<file path="src/rtl/tmds_encoder_pipe.sv">
// rtl/tmds_encoder_pipe.sv - two-stage multi-channel TMDS/TERC4 symbol encoder
// Stage 1 transition-minimises video bytes; stage 2 applies DC balance or a fixed code table.
module tmds_encoder_pipe #(
  parameter int NUM_CH = 3
) (
  input  logic                  clk_in,
  input  logic                  rst_n_in,
  input  logic                  valid_in,
  input  logic [1:0]            mode_in,
  input  logic [8*NUM_CH-1:0]   data_in,
  input  logic [2*NUM_CH-1:0]   ctrl_in,
  input  logic [4*NUM_CH-1:0]   terc_in,
  output logic [10*NUM_CH-1:0]  tmds_out,
  output logic                  valid_out,
  output logic [5*NUM_CH-1:0]   disp_out
);

  localparam logic [1:0] MODE_VIDEO = 2'd0;
  localparam logic [1:0] MODE_CTRL  = 2'd1;
  localparam logic [1:0] MODE_TERC  = 2'd2;

  function automatic logic [8:0] tm_word(input logic [7:0] d);
    logic [3:0] ones;
    logic       use_xnor;
    logic [8:0] q;
    ones = 4'd0;
    for (int k = 0; k < 8; k++) ones = ones + {3'b000, d[k]};
    use_xnor = (ones > 4'd4) || ((ones == 4'd4) && !d[0]);
    q = 9'd0;
    q[0] = d[0];
    for (int k = 1; k < 8; k++) q[k] = use_xnor ? ~(q[k-1] ^ d[k]) : (q[k-1] ^ d[k]);
    q[8] = ~use_xnor;
    return q;
  endfunction

  function automatic logic [9:0] terc_sym(input logic [3:0] n);
    logic [9:0] s;
    case (n)
      4'h0: s = 10'h29C;  4'h1: s = 10'h263;  4'h2: s = 10'h2E4;  4'h3: s = 10'h2E2;
      4'h4: s = 10'h171;  4'h5: s = 10'h11E;  4'h6: s = 10'h18E;  4'h7: s = 10'h13C;
      4'h8: s = 10'h2CC;  4'h9: s = 10'h139;  4'hA: s = 10'h19C;  4'hB: s = 10'h2C6;
      4'hC: s = 10'h28E;  4'hD: s = 10'h271;  4'hE: s = 10'h163;  default: s = 10'h2C3;
    endcase
    return s;
  endfunction

  logic       s1_valid;
  logic [1:0] s1_mode;

  always_ff @(posedge clk_in or negedge rst_n_in) begin
    if (!rst_n_in) begin
      s1_valid  <= 1'b0;
      s1_mode   <= 2'd0;
      valid_out <= 1'b0;
    end else begin
      s1_valid  <= valid_in;
      s1_mode   <= mode_in;
      valid_out <= s1_valid;
    end
  end

  for (genvar i = 0; i < NUM_CH; i++) begin : g_ch
    localparam logic [9:0] GUARD_SYM = (i % 2 == 0) ? 10'h2CC : 10'h133;

    logic [8:0] s1_qm;
    logic [1:0] s1_ctrl;
    logic [3:0] s1_terc;
    logic [9:0] sym;
    logic [4:0] cnt;
    logic [9:0] nxt_sym;
    logic [4:0] nxt_cnt;
    logic [3:0] n1;
    logic [4:0] bal;
    logic       cnt_pos;

    always_ff @(posedge clk_in or negedge rst_n_in) begin
      if (!rst_n_in) begin
        s1_qm   <= 9'd0;
        s1_ctrl <= 2'd0;
        s1_terc <= 4'd0;
      end else begin
        s1_qm   <= tm_word(data_in[8*i +: 8]);
        s1_ctrl <= ctrl_in[2*i +: 2];
        s1_terc <= terc_in[4*i +: 4];
      end
    end

    // cnt is 5-bit two's complement; bal = n1 - n0 = 2*n1 - 8, wrapping arithmetic.
    always_comb begin
      nxt_sym = 10'd0;
      nxt_cnt = 5'd0;
      n1 = 4'd0;
      for (int k = 0; k < 8; k++) n1 = n1 + {3'b000, s1_qm[k]};
      bal = {n1, 1'b0} - 5'd8;
      cnt_pos = !cnt[4] && (cnt != 5'd0);
      case (s1_mode)
        MODE_VIDEO: begin
          if ((cnt == 5'd0) || (n1 == 4'd4)) begin
            nxt_sym = {~s1_qm[8], s1_qm[8], s1_qm[8] ? s1_qm[7:0] : ~s1_qm[7:0]};
            nxt_cnt = s1_qm[8] ? (cnt + bal) : (cnt - bal);
          end else if ((cnt_pos && (n1 > 4'd4)) || (cnt[4] && (n1 < 4'd4))) begin
            nxt_sym = {1'b1, s1_qm[8], ~s1_qm[7:0]};
            nxt_cnt = cnt + {3'b000, s1_qm[8], 1'b0} - bal;
          end else begin
            nxt_sym = {1'b0, s1_qm[8], s1_qm[7:0]};
            nxt_cnt = cnt + bal - {3'b000, ~s1_qm[8], 1'b0};
          end
        end
        MODE_CTRL: begin
          case (s1_ctrl)
            2'b00:   nxt_sym = 10'h354;
            2'b01:   nxt_sym = 10'h0AB;
            2'b10:   nxt_sym = 10'h154;
            default: nxt_sym = 10'h2AB;
          endcase
        end
        MODE_TERC: nxt_sym = terc_sym(s1_terc);
        default:   nxt_sym = GUARD_SYM;
      endcase
    end

    // Bubbles freeze the symbol and the running disparity.
    always_ff @(posedge clk_in or negedge rst_n_in) begin
      if (!rst_n_in) begin
        sym <= 10'd0;
        cnt <= 5'd0;
      end else if (s1_valid) begin
        sym <= nxt_sym;
        cnt <= nxt_cnt;
      end
    end

    assign tmds_out[10*i +: 10] = sym;
    assign disp_out[5*i +: 5]   = cnt;
  end

endmodule
</file>
<file path="config.mk">
export PLATFORM = sky130hd
export DESIGN_NAME = tmds_encoder_pipe
export DESIGN_NICKNAME = d
export VERILOG_FILES = /design/src/rtl/tmds_encoder_pipe.sv
export SDC_FILE = /design/constraint.sdc
export NUM_CORES = 1
export LEC_CHECK = 0
export ABC_AREA = 0
export CORE_MARGIN = 5
export CORE_UTILIZATION = 55
export DETAILED_ROUTE_END_ITERATION = 12
export HOLD_SLACK_MARGIN = 0.12
export PLACE_DENSITY = 0.8
export REMOVE_ABC_BUFFERS = 1
export SYNTH_ARGS = -nofsm -noshare
export SYNTH_HDL_FRONTEND = slang
export SYNTH_SLANG_ARGS = --single-unit
</file>
<file path="constraint.sdc">
create_clock -name clk_in -period 9 [get_ports clk_in]
set_clock_uncertainty 0.15 [all_clocks]
set_input_delay 1.8 -clock clk_in [delete_from_list [all_inputs] [get_ports clk_in]]
set_output_delay 1.8 -clock clk_in [all_outputs]
set_load 0.03 [all_outputs]
</file>
==> metrics.csv, run 1 <==
metric,value,unit
main flop type after synthesis,dfrtp_1,
standard-cell rows,43,
HP Class,reg2reg,
die span in y,129.7,µm
Post-CTS Resized,0,
Post-Route Setup TNS,0,ns
Hold Path Depth,2,
core area,0.01399,mm²
most frequent cells in the layout,"119 x inv_1, 90 x dfrtp_1, 89 x ha_1, 88 x clkdlybuf4s50_1, 67 x o21ai_0",
post-place setup slack,3.022,ns
WL final,17860,µm
clk_lat worst skew,0.35,ns
final global-route overflow total,0,
postcts setup bufs,0,
number of enable flip-flop cells after synthesis,0,
hold_sp,g_ch[2].sym[4]$_DFFE_PN0P_,
worst path bufs/invs,3,
clock sinks,91,
WHS,0.3443,ns
CP max stage delay,0.55,ns
CTS Hold Bufs,0,
sequential-to-total area share from yosys stat,28.90,%
synthesized area,0.007880,mm²
Syn Inst Count,856,
#FFs+latches synth,91,
TritonCTS clock tree,yes,
initial antenna violation count,0,
RSZ-0062 raised after global routing,false,
final setup fails,0,
number of diodes,0,
max-slew violation count,0,
mux share of post-synthesis cell area,0.7621,%
r2r endpoint,g_ch[1].cnt[4]$_DFFE_PN0P_,
Final Cycle Share,63.19,%
Netlist cell types,69,
Synth Area in Compound Gates,17.96,%
Worst Setup Start Kind,primary input,
Worst Max-Slew Pin Slew,1.049,ns
Worst Path Arrival,5.77,ns
Slew Limit Headroom,29.90,%
Pre-antenna DRT Iters,5,
Synth-to-Final Area Change,16.47,%
"delay-heaviest family, CP",adder cells,
share of cells above drive strength 1,4.629,%
die area,0.01682,mm²
routed len/inst,16.10,µm
worst hold endpoint,g_ch[2].sym[4]$_DFFE_PN0P_,
Nets,1099,
outcome,"complete, no violations",
vias post-DR,6232,
GPL Wtd Cong,0.9078,
global-route wire length before repair,30370,µm
placed cells,1093,
maximum clock path buffer count,2,
Post-synth ARST share,100.0,%
Critical Path Slowest Stage Cell,fa_1,
final worst slack,3.313,ns
"Max FO, Critical Path",4,
vias in the first global route,6187,
Crit. End Element,flip-flop,
Final Instance Count excl. Fillers,1109,
minimum clock period,5.687,ns
xor and xnor fraction of the mapped netlist area,10.57,%
ANT nets after route,0,
largest family of logic cells by synthesized area,adder cells,
Tot GR Track Use,22.45,%
Residual DRC,0,
Max Cap Viol,0,
most frequent CP cell,fa_1,
Setup CP Type,in2reg,
flop-to-flop setup slack,3.78,ns
Inserted Clock Buffers,9,
starting density of the core,56.33,%
crit path cell chain,"clkdlybuf4s50_1, inv_1, fa_1, fa_1, fa_1, inv_1, ha_1, fa_1, nor3_1, o21ai_0, a21oi_1, xor2_1, xnor2_1",
Post-Synth Adder-Cell Area,24.04,%
Reg2Reg Depth,17,
Synth Area per Inst,9.206,µm²
"CTS clk-pin slew, worst paths",0.06,ns
pin count of the biggest net entering global routing,74,
dpl hpwl,13500,µm
H-tree Lvls,3,
clock root cell,clkbuf_16,
Iteration-0 DRC Markers,489,
average vias per placed instance,5.619,
most common library cell in the layout ignoring fill and taps,inv_1,
Worst R2R Start,g_ch[1].s1_qm[0]$_DFF_PN0_,
Die X,129.7,µm
"Hold Violations, Final",0,
max frequency,175.8,MHz
Crit path required time,9.08,ns
Synth Area in Simple Gates,9.797,%
Ys Warns,0,
IO Count,93,
IO Port Bufs,89,
==> worst max-delay path by stage <==
stage                                       to  slack, ns   startpoint  cells past startpoint
floorplan           g_ch[1].s1_qm[7]$_DFF_PN0_       3.84   data_in[8]                     12
global placement    g_ch[2].s1_qm[7]$_DFF_PN0_       3.19  data_in[16]                     13
detailed placement  g_ch[1].s1_qm[7]$_DFF_PN0_       3.02   data_in[8]                     13
CTS                 g_ch[1].s1_qm[7]$_DFF_PN0_       3.31   data_in[8]                     13
global route        g_ch[1].s1_qm[7]$_DFF_PN0_       3.08   data_in[8]                     13
finish              g_ch[1].s1_qm[7]$_DFF_PN0_       3.31   data_in[8]                     13
==> flip-flops by register name, indices dropped and copies added (netlist names) <==
register      count
valid_out         1
g_ch.s1_ctrl      6
g_ch.s1_qm       27
s1_valid          1
s1_mode           2
g_ch.s1_terc     12
g_ch.sym         30
g_ch.cnt         12
==> routing by layer <==
metal	vias to the layer above	track usage, %	wire length (µm)
met4	0	5.073	220
met5	-	0	0
li1	3016	-	-
met2	147	37.22	8720
met1	3053	30.28	7907
met3	16	5.117	1012
==> metrics by stage <==
step,cell area (µm²),utilization (%)
finish,9178,65.61
global route,9178,65.61
CTS,9178,65.61
detailed placement,8851,63.27
global placement,8851,63.27
floorplan,7714,-
==> tightest hold or removal path, cell delays in order, from the launching register on <==
cell and delay [ns]:
dfrtp_1 0.35, nor2_1 0.04, nor2_1 0.07
==> layout make-up <==
type                       instances  area, µm²
clock buffer                       9      225.2
fill                            1164       4811
clock inverter                     7      101.3
inverter                         120      450.4
timing repair buffer              92      910.9
sequential                        91       2278
tap                              180      225.2
multi-input combinational        610       4986
==> cell families after synthesis <==
group / after synthesis
AO/OA/AOI/OAI: 225
XOR/XNOR: 90
adder cells (fa/ha/maj): 128
buffers and inverters: 157
flip-flops: 91
multiplexers: 6
other: 1
AND/OR/NAND/NOR: 158
==> cells in the mapped netlist (7+ instances only) <==
master	count	area, µm²
a211oi_1	13	97.59
nand2_1	37	138.9
o21ai_0	67	335.3
o211ai_1	7	52.55
inv_1	119	446.7
a21oi_1	62	310.3
dfrtp_1	91	2277
nor2b_1	7	43.79
ha_1	89	1114
clkbuf_1	26	97.59
o22ai_1	21	131.4
xnor2_1	54	473.0
nor2_1	56	210.2
nand3_1	12	60.06
fa_1	39	780.8
xor2_1	31	271.5
nor3_1	16	80.08
Power of run 1 is not shown: default switching activity piles up to over one toggle a cycle in this logic, so the estimate is an artifact.
==> run 2, diff against run 1 <==
- CORE_UTILIZATION: 55 -> 52
- PLACE_DENSITY: 0.8 -> 0.79
- clock period: 9 -> 5.2 ns (I/O delays scaled with it)
==> metrics.csv, run 2 (synthesized netlist as in run 1, its figures left out) <==
metric,value,unit,change
outcome,"complete, no violations",,
clock root cell,clkbuf_16,,
most frequent cells in the layout,"119 x inv_1, 90 x dfrtp_1, 89 x ha_1, 88 x clkdlybuf4s50_1, 67 x o21ai_0",,
Nets,1106,,+0.64%
share of cells above drive strength 1,5.021,%,+0.39 points
TritonCTS clock tree,yes,,
"CTS clk-pin slew, worst paths",0.06,ns,about the same
core area,0.01503,mm²,+7.5%
global-route wire length before repair,30880,µm,+1.7%
max FFs per register,30,,unchanged
minimum clock period,5.031,ns,
GPL Wtd Cong,0.9539,,+5.1%
top flop regs,"g_ch.sym x30, g_ch.s1_qm x27",,
IO Count,93,,unchanged
Worst Max-Slew Pin Slew,1.053,ns,+0.004040 ns
IO Port Bufs,89,,unchanged
Residual DRC,0,,unchanged
Largest Register,g_ch.sym,,
placed instance area,0.008899,mm²,+0.54%
HP Class,reg2reg,,
Slew Limit Headroom,29.63,%,-0.27 points
routed len/inst,16.41,µm,+1.9%
most common library cell in the layout ignoring fill and taps,inv_1,,
number of diodes,0,,unchanged
Max Cap Viol,0,,unchanged
vias post-DR,6235,,+0.048%
Tot GR Track Use,21.33,%,-1.1 points
fin area,0.009205,mm²,+0.30%
clock sinks,91,,unchanged
Iteration-0 DRC Markers,613,,+25%
standard-cell rows,45,,+4.7%
max-slew violation count,0,,unchanged
Die X,133.1,µm,+2.6%
max frequency,198.8,MHz,
starting density of the core,52.42,%,-3.9 points
final setup fails,0,,unchanged
WL final,18450,µm,+3.3%
average vias per placed instance,5.547,,-1.3%
maximum clock path buffer count,2,,unchanged
Post-Route Setup TNS,0,ns,unchanged
Crit. End Element,flip-flop,,
"Hold Violations, Final",0,,unchanged
Worst Setup Start Kind,flip-flop,,
Synth-to-Final Area Change,16.81,%,
Worst Path Arrival,5.15,ns,-0.62 ns
"Max FO, Critical Path",4,,unchanged
pin count of the biggest net entering global routing,74,,unchanged
H-tree Lvls,3,,unchanged
clk_lat worst skew,0.35,ns,about the same
Crit path required time,5.32,ns,-3.76 ns
vias in the first global route,6310,,+2.0%
Final Cycle Share,96.75,%,
ANT nets after route,0,,unchanged
Inserted Clock Buffers,9,,unchanged
Pre-antenna DRT Iters,5,,unchanged
Setup CP Type,reg2reg,,
die span in y,133.1,µm,+2.6%
initial antenna violation count,0,,unchanged
final global-route overflow total,0,,unchanged
RSZ-0062 raised after global routing,false,,
CTS Hold Bufs,0,,unchanged
die area,0.01772,mm²,+5.3%
dpl hpwl,13790,µm,+2.2%
## run 2: cell types whose count changed in the layout (fill, tap and decap cells not counted), moves of 2 or more
cell	change
clkinvlp_4	-2
buf_4	+7
clkinv_4	-2
clkbuf_1	+4
## run 2: layout make-up
class                           instances  area [µm²]
Tap cell                              188       235.2
Timing Repair Buffer                   99       963.4
Clock inverter                          2       35.03
Fill cell                            1237        5828
Inverter                              120       450.4
Multi-Input combinational cell        610        4989
Clock buffer                           14       254.0
Sequential cell                        91        2278
## run 2: final timing paths
path / startpoint / endpoint / slack, ns / depth (start not counted)
min: g_ch[2].sym[4]$_DFFE_PN0P_ / g_ch[2].sym[4]$_DFFE_PN0P_ / 0.36 / 2
max reg2reg: g_ch[1].s1_qm[0]$_DFF_PN0_ / g_ch[1].cnt[4]$_DFFE_PN0P_ / 0.17 / 17
max: g_ch[1].s1_qm[0]$_DFF_PN0_ / g_ch[1].cnt[4]$_DFFE_PN0P_ / 0.17 / 17
max in group asynchronous: rst_n_in / s1_valid$_DFF_PN0_ / 3.32 / 2
min reg2reg: g_ch[2].sym[4]$_DFFE_PN0P_ / g_ch[2].sym[4]$_DFFE_PN0P_ / 0.36 / 2
min in group asynchronous: rst_n_in / valid_out$_DFF_PN0_ / 0.63 / 1
## run 2: critical path: stages, from the launching register on
cell      delay (ns)
dfrtp_1         0.41
fa_1            0.55
inv_1           0.05
fa_1            0.44
fa_1            0.49
inv_1           0.05
ha_1            0.22
fa_2            0.62
inv_1           0.09
ha_1            0.20
inv_1           0.07
fa_1            0.44
o21bai_1        0.22
xnor2_1         0.09
or3_1           0.34
a31o_1          0.22
and2_4          0.16
o221ai_2        0.14
## run 2: metal layers
layer / track usage, % / share of wire [%] / up-vias
met5: 0 / 0 / -
met4: 5.943 / 1.9 / 0
met3: 4.494 / 5.1 / 29
met2: 35.33 / 49 / 165
met1: 28.52 / 44 / 3016
li1: - / - / 3025
## run 2: repair_timing
item                                   4_1_cts  5_1_grt
gates resized for setup                      0        1
endpoints found under the hold margin        0        0
setup endpoints to repair                    0        1
buffers inserted                             0        2
## run 2: stage by stage
stage          util (%)  hold slack [ns]  cells  setup WS (ns)
6_report          61.23           0.3635   1124         0.1688
5_1_grt           61.23           0.4016   1124       0.001287
4_1_cts           61.12           0.3700   1122        0.06075
3_5_place_dp      59.19           0.3540   1106         0.1223
3_3_place_gp      59.19           0.3243   1106         0.2717
2_1_floorplan         -           0.3952    821         0.4235
Power of run 2 is left out for the same reason.
